File: config.mk
export PLATFORM = sky130hd
export DESIGN_NAME = regfile_scoreboard_flat
export DESIGN_NICKNAME = d
export VERILOG_FILES = /design/src/rtl/regfile_scoreboard_if.sv /design/src/rtl/regfile_scoreboard.sv /design/src/flat_wrapper.sv
export SDC_FILE = /design/constraint.sdc
export NUM_CORES = 1
export LEC_CHECK = 0
export CORE_MARGIN = 2
export CORE_UTILIZATION = 50
export DETAILED_ROUTE_END_ITERATION = 16
export GPL_ROUTABILITY_DRIVEN = 0
export GPL_TIMING_DRIVEN = 0
export PLACE_DENSITY_LB_ADDON = 0.3
export RECOVER_POWER = 50
export SYNTH_ARGS = -nofsm -noshare
export SYNTH_HDL_FRONTEND = slang
export SYNTH_SLANG_ARGS = --single-unit
File: constraint.sdc
create_clock -name clk -period 8 [get_ports clk]
set_input_delay 2.4 -clock clk [delete_from_list [all_inputs] [get_ports clk]]
set_output_delay 2.4 -clock clk [all_outputs]
set_load 0.005 [all_outputs]
File: src/rtl/regfile_scoreboard_if.sv
// Writeback / decode bus between the pipeline and the register file.
// master drives the pipeline side (writeback, issue, read numbers); slave is the register file.
interface regfile_scoreboard_if #(
  parameter int WIDTH = 16,
  parameter int NUM_W = 3
);
  logic             write_in;
  logic [NUM_W-1:0] writenum_in;
  logic [WIDTH-1:0] writeback_data_in;
  logic [NUM_W-1:0] readnum_a_in;
  logic [NUM_W-1:0] readnum_b_in;
  logic [WIDTH-1:0] rdata_a_out;
  logic [WIDTH-1:0] rdata_b_out;
  logic             issue_in;
  logic [NUM_W-1:0] issue_num_in;
  logic             flush_in;
  logic             hazard_out;
  logic             overflow_out;

  modport master (
    output write_in, writenum_in, writeback_data_in,
    output readnum_a_in, readnum_b_in,
    output issue_in, issue_num_in, flush_in,
    input  rdata_a_out, rdata_b_out, hazard_out, overflow_out
  );

  modport slave (
    input  write_in, writenum_in, writeback_data_in,
    input  readnum_a_in, readnum_b_in,
    input  issue_in, issue_num_in, flush_in,
    output rdata_a_out, rdata_b_out, hazard_out, overflow_out
  );
endinterface

File: src/rtl/regfile_scoreboard.sv
// 8 x 16-bit register file with write-first registered read ports and a
// per-register pending-write counter used by decode for RAW hazard stalls.
module regfile_scoreboard #(
  parameter int WIDTH     = 16,
  parameter int NREGS     = 8,
  parameter int PEND_BITS = 2
) (
  input  logic clk,
  input  logic rst,
  regfile_scoreboard_if.slave bus
);
  localparam int AW = $clog2(NREGS);
  localparam logic [PEND_BITS-1:0] PEND_MAX = '1;

  logic [WIDTH-1:0]     regs_q [NREGS];
  logic [WIDTH-1:0]     regs_d [NREGS];
  logic [PEND_BITS-1:0] pend_q [NREGS];
  logic [PEND_BITS-1:0] pend_d [NREGS];
  logic [WIDTH-1:0]     rdata_a_q, rdata_a_d;
  logic [WIDTH-1:0]     rdata_b_q, rdata_b_d;
  logic                 overflow_q, overflow_d;

  // Reads come from the post-write array so a same-cycle writeback is bypassed.
  always_comb begin
    regs_d = regs_q;
    if (bus.write_in) regs_d[bus.writenum_in] = bus.writeback_data_in;
    rdata_a_d = regs_d[bus.readnum_a_in];
    rdata_b_d = regs_d[bus.readnum_b_in];
  end

  always_comb begin
    logic inc, dec;
    pend_d     = pend_q;
    overflow_d = overflow_q;
    for (int r = 0; r < NREGS; r++) begin
      inc = bus.issue_in && (bus.issue_num_in == AW'(r));
      dec = bus.write_in && (bus.writenum_in == AW'(r)) && (pend_q[r] != '0);
      if (inc && (pend_q[r] == PEND_MAX)) overflow_d = 1'b1;
      if (inc && !dec && (pend_q[r] != PEND_MAX)) pend_d[r] = pend_q[r] + 1'b1;
      else if (dec && !inc) pend_d[r] = pend_q[r] - 1'b1;
      if (bus.flush_in) pend_d[r] = '0;
    end
  end

  always_ff @(posedge clk) begin
    if (!rst) begin
      for (int r = 0; r < NREGS; r++) begin
        regs_q[r] <= '0;
        pend_q[r] <= '0;
      end
      rdata_a_q  <= '0;
      rdata_b_q  <= '0;
      overflow_q <= 1'b0;
    end else begin
      regs_q     <= regs_d;
      pend_q     <= pend_d;
      rdata_a_q  <= rdata_a_d;
      rdata_b_q  <= rdata_b_d;
      overflow_q <= overflow_d;
    end
  end

  // Hazard looks only at committed counter state; same-cycle issue/writeback is not forwarded.
  assign bus.hazard_out   = (pend_q[bus.readnum_a_in] != '0) || (pend_q[bus.readnum_b_in] != '0);
  assign bus.rdata_a_out  = rdata_a_q;
  assign bus.rdata_b_out  = rdata_b_q;
  assign bus.overflow_out = overflow_q;
endmodule

File: src/flat_wrapper.sv
// flat-port wrapper written by rule: the top's interface ports become plain ports
module regfile_scoreboard_flat 
#(
  parameter int WIDTH     = 16,
  parameter int NREGS     = 8,
  parameter int PEND_BITS = 2
)
  (clk, rst, bus_write_in, bus_writenum_in, bus_writeback_data_in, bus_readnum_a_in, bus_readnum_b_in, bus_issue_in, bus_issue_num_in, bus_flush_in, bus_rdata_a_out, bus_rdata_b_out, bus_hazard_out, bus_overflow_out);
  regfile_scoreboard_if #(.WIDTH(WIDTH), .NUM_W(3)) bus_i ();
  input  logic clk;
  input  logic rst;
  input wire logic [$bits(bus_i.write_in)-1:0] bus_write_in;
  input wire logic [$bits(bus_i.writenum_in)-1:0] bus_writenum_in;
  input wire logic [$bits(bus_i.writeback_data_in)-1:0] bus_writeback_data_in;
  input wire logic [$bits(bus_i.readnum_a_in)-1:0] bus_readnum_a_in;
  input wire logic [$bits(bus_i.readnum_b_in)-1:0] bus_readnum_b_in;
  input wire logic [$bits(bus_i.issue_in)-1:0] bus_issue_in;
  input wire logic [$bits(bus_i.issue_num_in)-1:0] bus_issue_num_in;
  input wire logic [$bits(bus_i.flush_in)-1:0] bus_flush_in;
  output wire logic [$bits(bus_i.rdata_a_out)-1:0] bus_rdata_a_out;
  output wire logic [$bits(bus_i.rdata_b_out)-1:0] bus_rdata_b_out;
  output wire logic [$bits(bus_i.hazard_out)-1:0] bus_hazard_out;
  output wire logic [$bits(bus_i.overflow_out)-1:0] bus_overflow_out;
  assign bus_i.write_in = bus_write_in;
  assign bus_i.writenum_in = bus_writenum_in;
  assign bus_i.writeback_data_in = bus_writeback_data_in;
  assign bus_i.readnum_a_in = bus_readnum_a_in;
  assign bus_i.readnum_b_in = bus_readnum_b_in;
  assign bus_i.issue_in = bus_issue_in;
  assign bus_i.issue_num_in = bus_issue_num_in;
  assign bus_i.flush_in = bus_flush_in;
  assign bus_rdata_a_out = bus_i.rdata_a_out;
  assign bus_rdata_b_out = bus_i.rdata_b_out;
  assign bus_hazard_out = bus_i.hazard_out;
  assign bus_overflow_out = bus_i.overflow_out;
  regfile_scoreboard #(.WIDTH(WIDTH), .NREGS(NREGS), .PEND_BITS(PEND_BITS)) u_core (.clk(clk), .rst(rst), .bus(bus_i));
endmodule
=== Yosys cells after proc, flatten, opt, wreduce, memory -nomap -nowiden ===
Cells that the tools add are included.

* $add $sub $neg: 16
* Order comparisons: 4
* Equality and inequality tests: 30
* Reduce and logical (&&, ||, !) cells: 96
* Mux-type cells: 40
* Bitwise logic cells: 4

{| class="wikitable"
|+ Operators by type and width
! operator !! count
|-
| bitwise mux 128 bit || 1
|-
| two-way mux 128 bit || 1
|-
| binary-select mux 16 bit (select 3 bit) || 2
|-
| two-way mux 16 bit || 5
|-
| logical AND 1 bit || 57
|-
| demux 16 bit (select 3 bit) || 1
|-
| two-way mux 2 bit || 20
|-
| nonzero test 2 bit || 18
|-
| == test 3 bit (second input constant) || 8
|-
| adder 2 x 1 -> 2 bit (second input constant) || 8
|-
| == test 2 bit (second input constant) || 8
|-
| zero test 1 bit || 16
|-
| != test 2 bit (second input constant) || 8
|-
| subtractor 2 x 1 -> 2 bit (second input constant) || 8
|-
| binary-select mux 2 bit (select 3 bit) || 2
|-
| == test 3 x 2 -> 1 bit (second input constant) || 4
|-
| >= comparator 4 bit (second input constant) || 3
|-
| NOT 3 -> 4 bit || 3
|-
| two-way mux 1 bit || 8
|-
| nonzero test 8 bit || 1
|-
| == test 3 x 1 -> 1 bit (second input constant) || 2
|-
| zero test 3 bit || 2
|-
| < comparator 4 x 1 -> 1 bit (second input constant) || 1
|-
| OR reduction 2 bit || 1
|-
| 2 further kinds || 2
|}

* Output and inout port bits: 34
* Input bits: 33
* Register bits: 177
* Logic and storage cells: 209

=== Depth between registers and ports, before layout ===
* Word-level depth: 11
* Depth in mapped cells: 8

=== Least setup slack after synthesis ===
No wires, ideal clock.

* Kind: input to output
* From: in bus_readnum_b_in[0]
* To: out bus_hazard_out
* Required time: 5,600 ps
* Slack: 1,861 ps
* Data arrival time: 3,739 ps
* Stages: 5
* Cell sequence: clkbuf_1 -> clkbuf_1 -> o21ai_0 -> mux4_2 -> or2_2

* Longest elaborated chain between the ends: 6

{| class="wikitable"
|+ RTL lines
! element !! line !! RTL
|-
| start: declaration || flat_wrapper.sv:16 || <nowiki>input wire logic [$bits(bus_i.readnum_b_in)-1:0] bus_readnum_b_in;</nowiki>
|-
| NOT 3 -> 4 bit (implied by the code) || regfile_scoreboard.sv:64 || <nowiki>assign bus.hazard_out = (pend_q[bus.readnum_a_in] != '0) || (pend_q[bus.readnum_b_in] != '0);</nowiki>
|-
| binary-select mux 2 bit (select 3 bit) || regfile_scoreboard.sv:64 ||
|-
| two-way mux 2 bit (implied by the code) (2 in a row) || regfile_scoreboard.sv:64 ||
|-
| nonzero test 2 bit || regfile_scoreboard.sv:64 ||
|-
| logical OR 1 bit || regfile_scoreboard.sv:64 ||
|-
| end: declaration || flat_wrapper.sv:22 || <nowiki>output wire logic [$bits(bus_i.hazard_out)-1:0] bus_hazard_out;</nowiki>
|}

Every way passes these cells. The select of a mux whose other input is x is not followed.

=== Worst setup path after layout ===
* From: in bus_readnum_a_in[0]
* To: out bus_hazard_out

* Longest elaborated chain between the ends: 6

{| class="wikitable"
|+ RTL lines
! element !! line !! RTL
|-
| start: declaration || flat_wrapper.sv:15 || <nowiki>input wire logic [$bits(bus_i.readnum_a_in)-1:0] bus_readnum_a_in;</nowiki>
|-
| NOT 3 -> 4 bit (implied by the code) || regfile_scoreboard.sv:64 ||
|-
| binary-select mux 2 bit (select 3 bit) || regfile_scoreboard.sv:64 ||
|-
| two-way mux 2 bit (implied by the code) (2 in a row) || regfile_scoreboard.sv:64 ||
|-
| nonzero test 2 bit || regfile_scoreboard.sv:64 ||
|-
| logical OR 1 bit || regfile_scoreboard.sv:64 ||
|}

Every way passes these cells. The select of a mux whose other input is x is not followed.

==> impl_metrics.json <==
{
  "postLayoutCoreUtil_pct": 59.76,
  "place_worst_setup_slack_ns": 0.8564,
  "synth_fp_nets": 941,
  "synth_area_per_cell_sq_um": 9.285,
  "async_reset_ff_share_pct": 0,
  "setup_repair_after_global_routing_missed_its_margin": "false",
  "ys_dominant_reg_cell": "sky130_fd_sc_hd__dfxtp_1",
  "max_cap_violations": 0,
  "critPathArrivalTime_ns": 4.80,
  "number_of_nets_in_the_layout": 1016,
  "number_of_global_route_vias_before_repair": 7035,
  "synth_adder_area_share_pct": 0,
  "port_buffers": 56,
  "die_w_um": 133.9,
  "max_slew_headroom_pct": 29.42,
  "hpwl_mm": 16.52,
  "ctsRootBufferMaster": "sky130_fd_sc_hd__clkbuf_16",
  "grt_first_pass_wirelength_mm": 38.32,
  "crit_path_start_kind": "input port",
  "floorplan.die_area_sq_um": 17920,
  "avgRoutedWirePerCell_um": 20.32,
  "finish.instance_area_sq_um": 9874,
  "grt.total_usage_pct": 27.83,
  "numClockSinks": 177,
  "fp.dieH_um": 133.9,
  "cts.htree.levels": 4,
  "power.static_leakage_nw": 3.919,
  "final_report_max_slew_violation_count": 0,
  "share_of_the_clock_period_used_by_the_worst_path_pct": 90.03,
  "vdd.ir_drop.worst_v": 0.0001714,
  "placement.cell_area_sq_um": 9266,
  "report.power.total_mw": 2.068,
  "worstMarginPinSlew_ns": 1.059,
  "worstSetupStartpoint": "bus_readnum_a_in[0]",
  "fmax_mhz": 138.8,
  "synth_compound_area_share_pct": 16.56,
  "grt_start_max_net_pins": 18,
  "power_per_cell_area_nw_per_um2": 209.5,
  "synth-xor-area-share_pct": 0.1039,
  "count_of_mapped_cells_out_of_synthesis": 908,
  "synth-seq-area-share_pct": 42.03,
  "setup_viol_count_final": 0,
  "worst-setup-path-type": "input port to primary output",
  "antenna_violations_before_repair": 0,
  "dp.cells": 1184,
  "ctsResizeCount": 0,
  "antenna_violating_nets_post_route": 0,
  "cts_setup_buffers": 0,
  "clkLatencyLatePin_ns": 0.44,
  "worst_r2r_startpoint": "u_core.regs_q[31]",
  "hold_buffers": 0,
  "synth_enable_flop_cells": 0,
  "vias": 7356,
  "timing.critical_path.to_type": "primary output",
  "firstDrtPassIters": 5,
  "synthSimpleGateAreaFrac_pct": 20.99,
  "worst_clock_skew_ns": 0.008493,
  "clock_buffer_depth": 2,
  "tritoncts": "yes",
  "critical_path_peak_fanout": 10,
  "initial_core_util_pct": 51.02,
  "viasPerCell": 6.049,
  "synth_top_family_by_area": "simple AND/OR/NAND/NOR gates",
  "synth_seq_cells": 177,
  "antennaDiodeCount": 0,
  "final_cells": 1216,
  "most-common-layout-cells": "sky130_fd_sc_hd__dfxtp_1, sky130_fd_sc_hd__nor2b_1, sky130_fd_sc_hd__mux2i_1",
  "tns_ns": 0,
  "boundaryPins": 67,
  "number_of_buffers_created_by_cts": 17,
  "mux_contribution_to_synthesized_area_pct": 16.38,
  "layout_setup_ws_ns": 0.7974,
  "data_required_critical_path_ns": 5.60,
  "hold_path.class": "flop to flop",
  "clkSlewWorstSetupHoldPaths_ns": 0.07,
  "holdCritStartpoint": "u_core.pend_q[9]",
  "fin_worst_hold_slack_ns": 0.5232,
  "synth.lib_cells_used.distinct": 54,
  "synth.yosys.warnings": 0,
  "drtIter0Drc": 766,
  "hold_viol": 0,
  "drive_above_1_share_pct": 8.333,
  "core.rowCount": 47,
  "post_synth_instance_area_sq_um": 8431,
  "final.min_clock_period_ns": 7.203,
  "drt-total-wl_mm": 24.71,
  "globalRouteOverflowTotal": 0,
  "most_common_library_cell_in_the_layout_ignoring_fill_and_taps": "sky130_fd_sc_hd__dfxtp_1",
  "coreArea_sq_um": 16520,
  "status": "finished, final reports clean",
  "areaGrowthSynthToFinish_pct": 17.13,
  "drc": 0
}
[power breakdown]
part	switching, mW	internal, mW	leakage (nW)
clock network	0.384	0.543	0.315
logic	0.137	0.0928	2.17
registers	0.00585	0.906	1.44
total	0.527	1.54	3.92
[synth_stat cells, types with 2 or more instances]
library cell | instances | area (sq um)
sky130_fd_sc_hd__a2111oi_0 | 4 | 35.03
sky130_fd_sc_hd__a211oi_1 | 4 | 30.03
sky130_fd_sc_hd__a21o_1 | 2 | 15.01
sky130_fd_sc_hd__a21oi_1 | 36 | 180.2
sky130_fd_sc_hd__a221o_1 | 2 | 20.02
sky130_fd_sc_hd__a221oi_1 | 26 | 227.7
sky130_fd_sc_hd__a221oi_2 | 2 | 30.03
sky130_fd_sc_hd__a22o_1 | 9 | 78.83
sky130_fd_sc_hd__a22oi_1 | 21 | 157.7
sky130_fd_sc_hd__a31oi_1 | 3 | 18.77
sky130_fd_sc_hd__and2_1 | 32 | 200.2
sky130_fd_sc_hd__and2b_1 | 2 | 15.01
sky130_fd_sc_hd__and3_1 | 2 | 12.51
sky130_fd_sc_hd__buf_2 | 10 | 50.05
sky130_fd_sc_hd__buf_4 | 6 | 45.04
sky130_fd_sc_hd__buf_6 | 4 | 45.04
sky130_fd_sc_hd__clkbuf_1 | 48 | 180.2
sky130_fd_sc_hd__dfxtp_1 | 177 | 3543
sky130_fd_sc_hd__inv_1 | 2 | 7.510
sky130_fd_sc_hd__mux2_2 | 28 | 315.3
sky130_fd_sc_hd__mux2i_1 | 102 | 1021
sky130_fd_sc_hd__mux4_2 | 2 | 45.04
sky130_fd_sc_hd__nand2_1 | 62 | 232.7
sky130_fd_sc_hd__nand2b_1 | 9 | 56.30
sky130_fd_sc_hd__nand3_1 | 15 | 75.07
sky130_fd_sc_hd__nand4_1 | 2 | 12.51
sky130_fd_sc_hd__nand4b_1 | 3 | 26.28
sky130_fd_sc_hd__nor2_1 | 25 | 93.84
sky130_fd_sc_hd__nor2b_1 | 105 | 656.9
sky130_fd_sc_hd__nor3_1 | 24 | 120.1
sky130_fd_sc_hd__nor4_1 | 3 | 18.77
sky130_fd_sc_hd__nor4bb_1 | 2 | 20.02
sky130_fd_sc_hd__o21a_1 | 3 | 22.52
sky130_fd_sc_hd__o21ai_0 | 62 | 310.3
sky130_fd_sc_hd__o221ai_1 | 5 | 43.79
sky130_fd_sc_hd__o22ai_1 | 31 | 193.9
sky130_fd_sc_hd__or2_2 | 6 | 37.54
sky130_fd_sc_hd__or3_1 | 11 | 68.82
[registers in the layout, summed over array words and instances, names as in the netlist]
signal,flops
u_core.bus.overflow_out,1
u_core.bus.rdata_b_out,16
u_core.regs_q,128
u_core.pend_q,16
u_core.bus.rdata_a_out,16
[area by class of cell]
| class | count | area (sq um) |
|---|---|---|
| fillers | 1435 | 6650 |
| multi-input cells | 660 | 4541 |
| flip-flops and latches | 177 | 3543 |
| repair buffers | 56 | 560.5 |
| clock buffers | 18 | 439.2 |
| plain buffers | 69 | 290.3 |
| well taps | 220 | 275.3 |
| clock inverters | 14 | 217.7 |
| inverters | 2 | 7.507 |
[cells by family after synthesis]
| kind of cell | Yosys count |
|---|---|
| flip-flops | 177 |
| AO/OA/AOI/OAI | 214 |
| multiplexers | 132 |
| buffers and inverters | 71 |
| XOR/XNOR | 1 |
| AND/OR/NAND/NOR | 313 |
[critical path: stages]
cell,delay [ns]
sky130_fd_sc_hd__clkdlybuf4s50_1,0.61
sky130_fd_sc_hd__clkbuf_1,0.43
sky130_fd_sc_hd__o21ai_0,0.17
sky130_fd_sc_hd__mux4_2,0.46
sky130_fd_sc_hd__or2_2,0.29
sky130_fd_sc_hd__clkdlybuf4s50_1,0.45
[layer usage]
metal  wire (um)  global-route usage, %  vias up
met5           0                      0        -
met4         810                  12.59        0
met3        1980                  5.782       66
met2       11320                  44.25      355
met1       10600                  36.55     3493
li1            -                      -     3442
[final timing paths]
| kind | end | slack [ns] | cells after the start |
|---|---|---|---|
| min | u_core.pend_q[9] | 0.52 | 2 |
| min reg2reg | u_core.pend_q[9] | 0.52 | 2 |
| max reg2reg | u_core.bus.rdata_b_out[15] | 6.33 | 4 |
| max | bus_hazard_out | 0.80 | 6 |
Note: power is estimated with default switching activity, not from simulation.
